### config.mk
export PLATFORM = sky130hd
export DESIGN_NAME = txt_cell_prefetch
export DESIGN_NICKNAME = d
export VERILOG_FILES = /design/src/rtl/txt_cell_prefetch.sv
export SDC_FILE = /design/constraint.sdc
export NUM_CORES = 2
export LEC_CHECK = 0
export CAP_MARGIN = 20
export CORE_MARGIN = 2
export CORE_UTILIZATION = 63
export DETAILED_ROUTE_END_ITERATION = 16
export PLACE_DENSITY_LB_ADDON = 0.1
export RECOVER_POWER = 50
export SLEW_MARGIN = 20
export SYNTH_ARGS = -nofsm -noshare
export SYNTH_HDL_FRONTEND = slang
export SYNTH_SLANG_ARGS = --single-unit
### constraint.sdc
create_clock -name clock -period 45.1 [get_ports clock]
set_input_delay 9.02 -clock clock [delete_from_list [all_inputs] [get_ports clock]]
set_output_delay 9.02 -clock clock [all_outputs]
set_load 0.01 [all_outputs]
### src/rtl/txt_cell_prefetch.sv
// Text-mode cell prefetcher: streams one line of cells from memory into a small FIFO feeding the pixel pipe.
// Define JX2_TXTPF_UNDERRUN_CNT_EN to add the saturating underrunCnt output.
module txt_cell_prefetch #(
    parameter int unsigned CELL_W     = 256,
    parameter int unsigned IX_W       = 14,
    parameter int unsigned DEPTH      = 8,
    parameter int unsigned LINE_CELLS = 80
) (
    input  logic              clock,
    input  logic              reset,
    input  logic              lineStart,
    input  logic [IX_W-1:0]   lineBase,
    output logic              reqValid,
    output logic [IX_W-1:0]   reqIx,
    input  logic              reqReady,
    input  logic              rspValid,
    input  logic [CELL_W-1:0] rspData,
    output logic              cellValid,
    output logic [CELL_W-1:0] cellData,
    input  logic              cellReady,
    output logic              lineDone,
    output logic              underrun
`ifdef JX2_TXTPF_UNDERRUN_CNT_EN
    ,
    output logic [15:0]       underrunCnt
`endif
);

    localparam int unsigned      PW      = $clog2(DEPTH);
    localparam int unsigned      CW      = $clog2(DEPTH + 1);
    localparam logic [IX_W-1:0]  LAST    = IX_W'(LINE_CELLS);
    localparam logic [CW:0]      DEPTH_C = (CW + 1)'(DEPTH);

    typedef enum logic [1:0] {
        S_IDLE  = 2'd0,
        S_FETCH = 2'd1,
        S_DRAIN = 2'd2
    } state_t;

    state_t            state_q, state_d;
    logic [IX_W-1:0]   base_q, base_d;
    logic [IX_W-1:0]   issued_q, issued_d;
    logic [IX_W-1:0]   popped_q, popped_d;
    logic [PW-1:0]     wptr_q, wptr_d;
    logic [PW-1:0]     rptr_q, rptr_d;
    logic [CW-1:0]     fifo_cnt_q, fifo_cnt_d;
    logic [CW-1:0]     inflight_q, inflight_d;
    logic [CW-1:0]     discard_q, discard_d;
    logic              req_valid_q, req_valid_d;
    logic [IX_W-1:0]   req_ix_q, req_ix_d;
    logic              cell_valid_q, cell_valid_d;
    logic              line_done_q, line_done_d;
    logic              underrun_q, underrun_d;

    logic              hs, rsp_acc, drop, pop, fifo_we;
    logic [CELL_W-1:0] mem [DEPTH];

    // inflight covers every request not yet answered, including ones owed to an aborted line
    always_comb begin
        state_d      = state_q;
        base_d       = base_q;
        issued_d     = issued_q;
        popped_d     = popped_q;
        wptr_d       = wptr_q;
        rptr_d       = rptr_q;
        fifo_cnt_d   = fifo_cnt_q;
        discard_d    = discard_q;
        line_done_d  = 1'b0;
        underrun_d   = 1'b0;
        fifo_we      = 1'b0;

        hs         = req_valid_q & reqReady;
        rsp_acc    = rspValid & (inflight_q != '0);
        drop       = rsp_acc & (discard_q != '0);
        pop        = cell_valid_q & cellReady;
        inflight_d = CW'(inflight_q + CW'(hs) - CW'(rsp_acc));
        if (drop) begin
            discard_d = discard_q - CW'(1);
        end

        if (lineStart) begin
            state_d    = S_FETCH;
            base_d     = lineBase;
            issued_d   = '0;
            popped_d   = '0;
            wptr_d     = '0;
            rptr_d     = '0;
            fifo_cnt_d = '0;
            if (state_q != S_IDLE) begin
                discard_d = inflight_d;
            end
        end else begin
            if (hs) begin
                issued_d = issued_q + IX_W'(1);
            end
            if (rsp_acc && !drop) begin
                fifo_we = 1'b1;
                wptr_d  = wptr_q + PW'(1);
            end
            if (pop) begin
                rptr_d   = rptr_q + PW'(1);
                popped_d = popped_q + IX_W'(1);
            end
            fifo_cnt_d = CW'(fifo_cnt_q + CW'(fifo_we) - CW'(pop));
            case (state_q)
                S_FETCH: begin
                    underrun_d = cellReady & ~cell_valid_q;
                    if (issued_d == LAST) begin
                        state_d = S_DRAIN;
                    end
                end
                S_DRAIN: begin
                    if (popped_d == LAST) begin
                        state_d     = S_IDLE;
                        line_done_d = 1'b1;
                    end
                end
                default: ;
            endcase
        end

        req_valid_d  = (state_d == S_FETCH) && (issued_d < LAST) &&
                       (((CW + 1)'(fifo_cnt_d) + (CW + 1)'(inflight_d)) < DEPTH_C);
        req_ix_d     = base_d + issued_d;
        cell_valid_d = (fifo_cnt_d != '0);
    end

    always_ff @(posedge clock or negedge reset) begin
        if (!reset) begin
            state_q      <= S_IDLE;
            base_q       <= '0;
            issued_q     <= '0;
            popped_q     <= '0;
            wptr_q       <= '0;
            rptr_q       <= '0;
            fifo_cnt_q   <= '0;
            inflight_q   <= '0;
            discard_q    <= '0;
            req_valid_q  <= 1'b0;
            req_ix_q     <= '0;
            cell_valid_q <= 1'b0;
            line_done_q  <= 1'b0;
            underrun_q   <= 1'b0;
        end else begin
            state_q      <= state_d;
            base_q       <= base_d;
            issued_q     <= issued_d;
            popped_q     <= popped_d;
            wptr_q       <= wptr_d;
            rptr_q       <= rptr_d;
            fifo_cnt_q   <= fifo_cnt_d;
            inflight_q   <= inflight_d;
            discard_q    <= discard_d;
            req_valid_q  <= req_valid_d;
            req_ix_q     <= req_ix_d;
            cell_valid_q <= cell_valid_d;
            line_done_q  <= line_done_d;
            underrun_q   <= underrun_d;
        end
    end

    // FIFO storage needs no reset; validity is tracked by fifo_cnt_q
    always_ff @(posedge clock) begin
        if (fifo_we) begin
            mem[wptr_q] <= rspData;
        end
    end

    assign reqValid  = req_valid_q;
    assign reqIx     = req_ix_q;
    assign cellValid = cell_valid_q;
    assign cellData  = mem[rptr_q];
    assign lineDone  = line_done_q;
    assign underrun  = underrun_q;

`ifdef JX2_TXTPF_UNDERRUN_CNT_EN
    logic [15:0] ur_cnt_q, ur_cnt_d;

    always_comb begin
        ur_cnt_d = ur_cnt_q;
        if (underrun_d && (ur_cnt_q != 16'hFFFF)) begin
            ur_cnt_d = ur_cnt_q + 16'd1;
        end
    end

    always_ff @(posedge clock or negedge reset) begin
        if (!reset) begin
            ur_cnt_q <= '0;
        end else begin
            ur_cnt_q <= ur_cnt_d;
        end
    end

    assign underrunCnt = ur_cnt_q;
`endif

endmodule

Yosys cells after proc, flatten, opt, wreduce, memory -nomap -nowiden
Memories as Yosys holds them, arrays and structs flattened.
Cells that the tools add are included.
W data, S select, Z words.

word-level totals
  word-level logic and storage cells = 78
  flip-flop bits (word level) = 80
  input port bits = 276
  memories = 1
  ROM bits = 0
  RAM bits = 2048
  latch bits = 0

memories
  name  words  width  rd ports  clocked after memory_dff  wr ports  line  source
  mem   8      256    1         0                         1         56    logic [CELL_W-1:0] mem [DEPTH];

operators by class
  reductions and logical operators = 10
  bitwise gates (word level) = 6
  $add $sub $neg = 11
  div/mod/pow operators = 0
  multiplexer cells = 29
  shift-type cells = 0
  order comparisons = 2
  multiply operators = 0
  equality and inequality tests = 5

operator list
  kind                     count
  $mux W14                 7
  $add A14 B1 Y14 const B  2
  $eq A14 B7 Y1 const B    2
  $mux W4                  4
  $add A14 B14 Y14         1
  $lt A14 B7 Y1 const B    1
  $mux W3                  4
  $reduce_bool A4 Y1       3
  $mux W1                  10
  $add A4 B1 Y4            2
  $sub A4 B1 Y4            2
  $add A3 B1 Y3 const B    2
  $mux W2                  3
  $reduce_bool A2 Y1       3
  $add A4 B4 Y5            1
  $and A1 B1 Y1            5
  $lt A5 B4 Y1 const B     1
  $eq A2 B1 Y1 const B     2
  $pmux W2 S2              1
  $sub A4 B1 Y4 const B    1
  $logic_and A1 B1 Y1      3
  $eq A2 B2 Y1 const B     1
  $logic_not A1 Y1         1
  $not A1 Y1               1

Longest topological paths before layout
  word-level depth = 13
  gate-level depth with buffers = 16
  gate-level depth less buffers = 16

Worst setup path before layout
OpenSTA, ideal clock, no wires.

  path type = input-to-reg
  from = input rspValid
  to = memory mem[0][0] (enable)
  buffers on the path = 0
  data arrival time = 27.214 ns
  slack = 16.700 ns
  stages on the path = 4
  cells stage by stage = a21boi_0 -> nand2_1 -> or3_1 -> nor3_1

on the way
  cells in the longest elaborated chain, start to end = 9

ends and longest elaborated chain
  element                            line  source
  start, declared                    16    input logic rspValid,
  $and A1 B1 Y1 (*)                  73    rsp_acc = rspValid & (inflight_q != '0);
  $and A1 B1 Y1                      74    drop = rsp_acc & (discard_q != '0);
  $logic_not A1 Y1                   96    if (rsp_acc && !drop) begin
  $logic_and A1 B1 Y1 (*)            96
  $mux W1 (*)                        96
  $mux W1 (*) (2 in series)          81    if (lineStart) begin
  $mux W1 (*)                        164   if (fifo_we) begin
  $mux W1 (not written as such) (*)  165   mem[wptr_q] <= rspData;
  end, declared                      56

Mark *: on every way between the ends. The rest lies on a longest branch, timed or not. The select of a mux whose other input is x is not followed.

Final worst setup path
  from = register rptr_q[0]
  to = output cellData[184]

on the way
  cells in the longest elaborated chain, start to end = 1

ends and longest elaborated chain
  element                 line  source
  start, declared         45    logic [PW-1:0] rptr_q, rptr_d;
  start signal, assigned  150   rptr_q <= rptr_d;
  $mem_v2 Z8 W256         --
  end, declared           19    output logic [CELL_W-1:0] cellData,

No other way between the ends.

==> impl_results.html <==
<table>
<tr><th>Metric</th><th>Value</th></tr>
<tr><th colspan="2">Setup path</th></tr>
<tr><td>Required time at the worst-slack endpoint</td><td>between 30000 and 40000 ps</td></tr>
<tr><td>Type of element capturing the critical path</td><td>primary output</td></tr>
<tr><td>Crit path max-delay cell type</td><td>sky130_fd_sc_hd__dfrtp_4</td></tr>
<tr><td>Series of cell instances along the critical path</td><td>buf_4 &gt; buf_4 &gt; buf_12 &gt; buf_4 &gt; mux4_2 &gt; mux2_2 &gt; clkdlybuf4s50_1</td></tr>
<tr><td>Internal reg-to-reg setup slack</td><td>roughly 40000 ps</td></tr>
<tr><td>Path depth of the worst reg2reg path</td><td>9</td></tr>
<tr><td>Data arrival at the endpoint of the critical path</td><td>6350 ps</td></tr>
<tr><td>Worst Path Max Fanout</td><td>roughly 110</td></tr>
<tr><td>Reg-to-Reg Start</td><td>inflight_q[2]</td></tr>
<tr><td>Endpoint of the worst-slack reg-to-reg timing path</td><td>mem[3][22]</td></tr>
<tr><td>Critical path class</td><td>reg2out</td></tr>
<tr><td>Most repeated library cell on the critical path</td><td>sky130_fd_sc_hd__buf_4</td></tr>
<tr><td>Stage delay of the slowest cell on the critical path</td><td>about 900 ps</td></tr>
<tr><td>Worst Setup Start Kind</td><td>flop</td></tr>
<tr><th colspan="2">Final layout</th></tr>
<tr><td>Fill cell count</td><td>6974</td></tr>
<tr><td>Most common cell after layout, fill and taps aside</td><td>sky130_fd_sc_hd__edfxtp_1</td></tr>
<tr><td>Synth-to-layout area growth</td><td>17.1%</td></tr>
<tr><td>Commonest cells after routing, fill and taps aside</td><td>sky130_fd_sc_hd__edfxtp_1 (2048), sky130_fd_sc_hd__mux4_2 (512), sky130_fd_sc_hd__dlygate4sd3_1 (276)</td></tr>
<tr><td>Layout cell share with drive strength beyond 1</td><td>0.260</td></tr>
<tr><td>Net total in the final layout</td><td>~4400</td></tr>
<tr><th colspan="2">Yosys</th></tr>
<tr><td>Number of nets produced by synthesis</td><td>between 3000 and 4000</td></tr>
<tr><td>Yosys reg bits</td><td>2128</td></tr>
<tr><td>Unique cell type count in the Yosys netlist</td><td>57</td></tr>
<tr><td>Yosys Warn Count</td><td>0</td></tr>
<tr><td>Fraction of registers with async set/reset</td><td>0.0376</td></tr>
<tr><td>EDFF count, synth</td><td>approximately 2000</td></tr>
<tr><td>Synthesized area per cell</td><td>23.8 sq um</td></tr>
<tr><td>Synth Instances</td><td>between 3000 and 4000</td></tr>
<tr><td>Fraction of the yosys area taken by sequential cells</td><td>0.784</td></tr>
<tr><td>Area share of the leading cell type in the synthesized netlist</td><td>0.760</td></tr>
<tr><td>Primary flip-flop cell chosen by synthesis mapping</td><td>sky130_fd_sc_hd__edfxtp_1</td></tr>
<tr><td>Biggest area contributors in the synthesized netlist</td><td>sky130_fd_sc_hd__edfxtp_1 (76%), sky130_fd_sc_hd__mux4_2 (14%), sky130_fd_sc_hd__mux2_2 (3.8%), sky130_fd_sc_hd__dfrtp_1 (2.5%), sky130_fd_sc_hd__ha_1 (0.51%)</td></tr>
<tr><td>Cell Area, Synth</td><td>between 80000 and 90000 sq um</td></tr>
<tr><td>Cell taking the most area after synthesis</td><td>sky130_fd_sc_hd__edfxtp_1</td></tr>
<tr><th colspan="2">GRT</th></tr>
<tr><td>Remaining Overflow, GRT</td><td>0</td></tr>
<tr><td>Antenna violations before repair</td><td>94</td></tr>
<tr><td>First-pass GRT wire length</td><td>243 mm</td></tr>
<tr><td>Largest net degree at the start of global routing</td><td>roughly 130</td></tr>
<tr><td>Number of global-route vias before repair</td><td>38400</td></tr>
<tr><td>All-layer global routing usage</td><td>0.254</td></tr>
<tr><th colspan="2">Hold path</th></tr>
<tr><td>Min-Delay Endpoint</td><td>base_q[2]</td></tr>
<tr><td>HP Class</td><td>reg2reg</td></tr>
<tr><td>Number of instances on the worst hold path</td><td>1</td></tr>
<tr><td>Hold path start</td><td>base_q[2]</td></tr>
<tr><th colspan="2">Clock tree</th></tr>
<tr><td>Total CTS buffers</td><td>201</td></tr>
<tr><td>Num Clock Sinks</td><td>2128</td></tr>
<tr><td>Clock latency on the worst-skew pair</td><td>800 ps</td></tr>
<tr><td>Clock transition time at the flip-flop clock pins of the worst setup and hold paths</td><td>around 60 ps</td></tr>
<tr><td>Post-CTS Hold Buffers</td><td>0</td></tr>
<tr><td>Buffer count from post-CTS setup fixing</td><td>0</td></tr>
<tr><td>Post-cts sizing count</td><td>0</td></tr>
<tr><td>Root buffer cell</td><td>sky130_fd_sc_hd__clkbuf_16</td></tr>
<tr><td>Max clock buf depth</td><td>3</td></tr>
<tr><td>Clock tree from TritonCTS</td><td>done</td></tr>
<tr><td>CTS H-tree depth</td><td>4</td></tr>
<tr><th colspan="2">Timing</th></tr>
<tr><td>Worst slew margin relative to its limit</td><td>-0.609</td></tr>
<tr><td>Setup repair after global routing missed its margin</td><td>false</td></tr>
<tr><td>Worst hold slack after final layout</td><td>489 ps</td></tr>
<tr><td>Final worst path period share</td><td>0.341</td></tr>
<tr><td>Fmax</td><td>roughly 0.065 GHz</td></tr>
<tr><td>Worst clock skew</td><td>between 15 and 20 ps</td></tr>
<tr><td>Minimum clock period after layout</td><td>roughly 15000 ps</td></tr>
<tr><td>Final setup viols</td><td>0</td></tr>
<tr><td>Summed negative setup slack over all endpoints</td><td>0 ps</td></tr>
<tr><td>Slack of the critical path</td><td>a little under 30000 ps</td></tr>
<tr><td>Final hold violation count</td><td>0</td></tr>
<tr><td>Transition time at the pin with the least slew margin</td><td>about 2400 ps</td></tr>
<tr><td>Max-slew violation total from the final report</td><td>~180</td></tr>
<tr><th colspan="2">Drt</th></tr>
<tr><td>Final Routed Wirelength</td><td>approximately 160 mm</td></tr>
<tr><td>Metal3 WL</td><td>approximately 15 mm</td></tr>
<tr><td>Number of nets with antenna violations after routing</td><td>0</td></tr>
<tr><td>1st-iter DRT viols</td><td>3238</td></tr>
<tr><td>Uppermost layer routed</td><td>met5</td></tr>
<tr><td>Routed via count divided by cell count</td><td>about 6.2</td></tr>
<tr><td>Count of vias placed by the detailed router</td><td>approximately 37000</td></tr>
<tr><td>Drt first pass iters</td><td>5</td></tr>
<tr><td>Routed length per placed instance</td><td>between 20 and 30 microns</td></tr>
<tr><td>Wire length on met2</td><td>about 80 mm</td></tr>
<tr><td>Routed length on met1</td><td>around 63 mm</td></tr>
<tr><td>DR DRC count</td><td>0</td></tr>
<tr><th colspan="2">Pwr</th></tr>
<tr><td>IR drop worst, VDD</td><td>around 0.000039 V</td></tr>
<tr><td>Ratio of total power to cell area</td><td>48.1 nW/um^2</td></tr>
<tr><td>Leakage power summed over all cells</td><td>roughly 0.030 uW</td></tr>
<tr><th colspan="2">Run status</th></tr>
<tr><td>Result of the run</td><td>complete, but fails checks</td></tr>
<tr><td>Violations in the final reports</td><td>max-capacitance violations, max-slew violations</td></tr>
<tr><th colspan="2">Floorplanning</th></tr>
<tr><td>Number of rows in the core area</td><td>131</td></tr>
<tr><td>Starting Density</td><td>0.635</td></tr>
<tr><td>CORE AREA</td><td>128000 sq um</td></tr>
<tr><td>Die W</td><td>362 microns</td></tr>
<tr><td>Ports</td><td>550</td></tr>
<tr><td>Chip height</td><td>362 microns</td></tr>
<tr><td>Die Area</td><td>between 100000 and 150000 sq um</td></tr>
<tr><th colspan="2">Run</th></tr>
<tr><td>Max-capacitance violation count</td><td>5</td></tr>
<tr><th colspan="2">Placed design</th></tr>
<tr><td>Port-buffer cells</td><td>around 550</td></tr>
<tr><td>Dpl ws</td><td>30350 ps</td></tr>
<tr><td>Dpl hpwl</td><td>88.7 mm</td></tr>
<tr><td>Global placer's final weighted congestion</td><td>a little under 0.8</td></tr>
</table>
how the worst max path moves through the flow:
stage	startpoint	to	slack, ps	cells past startpoint
final	rptr_q[0]	cellData[184]	29730	7
after global routing	rptr_q[0]	cellData[215]	29070	7
after CTS	rptr_q[0]	cellData[215]	29430	7
after detailed placement	rptr_q[0]	cellData[221]	30350	7
after global placement	rptr_q[0]	cellData[222]	30370	7
after floorplan	rspValid	mem[0][0]	16700	4
per-stage QoR:
stage	cell area [sq um]	total power, uW	utilization	instances
CTS	94800	4610	0.743	5885
global route	94800	4720	0.743	5897
finish	94800	4560	0.744	5919
detailed placement	88500	3010	0.694	5519
floorplan	81000	2730	-	3405
global placement	88500	3000	0.694	5519
registers in the layout, summed over array words and instances (netlist names), 2 cells and up:
name        flops
mem          2048
base_q         14
issued_q       14
popped_q       14
reqIx          14
discard_q       4
fifo_cnt_q      4
inflight_q      4
rptr_q          3
wptr_q          3
state_q         2
worst max-delay path, delay by kind of cell, from the launching register on:
kind	cells	cell delay [ps]
buffers and inverters	5	3520
DFF	1	920
muxes	2	870
cells by family (layout without fill, tap and decap cells):
| logic type | after synthesis | after routing | synth area share |
|---|---|---|---|
| xor gates and xnor gates | 55 | 55 | 0.00612 |
| DFF | 2128 | 2128 | 0.784 |
| adders and majority gates | 36 | 36 | 0.00584 |
| other | 0 | 34 | 0 |
| muxes | 786 | 786 | 0.180 |
| and+or+nand+nor | 168 | 168 | 0.0105 |
| AOI/OAI and AO/OA | 53 | 53 | 0.00422 |
| buffers and inverters | 179 | 997 | 0.00839 |
area by class of cell:
class / count / area, sq um / area share
Multi-Input combinational cell: 1098 / 16800 / 0.177
Sequential cell: 2128 / 63500 / 0.670
Clock buffer: 256 / 5320 / 0.0561
Antenna cell: 34 / 85.1 / 0.000897
Clock inverter: 110 / 946 / 0.00997
Timing Repair Buffer: 605 / 6000 / 0.0633
Inverter: 26 / 97.6 / 0.00103
Tap cell: 1662 / 2080 / 0.0219
cell usage after synthesis (23+ instances only):
master                     count
sky130_fd_sc_hd__buf_1        67
sky130_fd_sc_hd__ha_1         33
sky130_fd_sc_hd__mux4_2      512
sky130_fd_sc_hd__mux2_2      270
sky130_fd_sc_hd__edfxtp_1   2048
sky130_fd_sc_hd__dfrtp_1      80
sky130_fd_sc_hd__clkbuf_1     80
sky130_fd_sc_hd__nor2_1       56
sky130_fd_sc_hd__xnor2_1      31
sky130_fd_sc_hd__xor2_1       23
sky130_fd_sc_hd__nand2_1      31
sky130_fd_sc_hd__inv_1        25
metal layers:
| layer | up-vias | GRT usage |
|---|---|---|
| met5 | - | 0 |
| met4 | 80 | 0.0846 |
| met3 | 381 | 0.0821 |
| met2 | 1259 | 0.406 |
| met1 | 19300 | 0.335 |
| li1 | 15700 | - |
power by group:
| part | switching [uW] | internal (uW) | total, uW |
|---|---|---|---|
| Sequential | 20.5 | 2200 | 2220 |
| Combinational | 333 | 408 | 741 |
| Clock | 697 | 907 | 1600 |
| Total | 1050 | 3510 | 4560 |
Power figures use the tool's default switching activity.
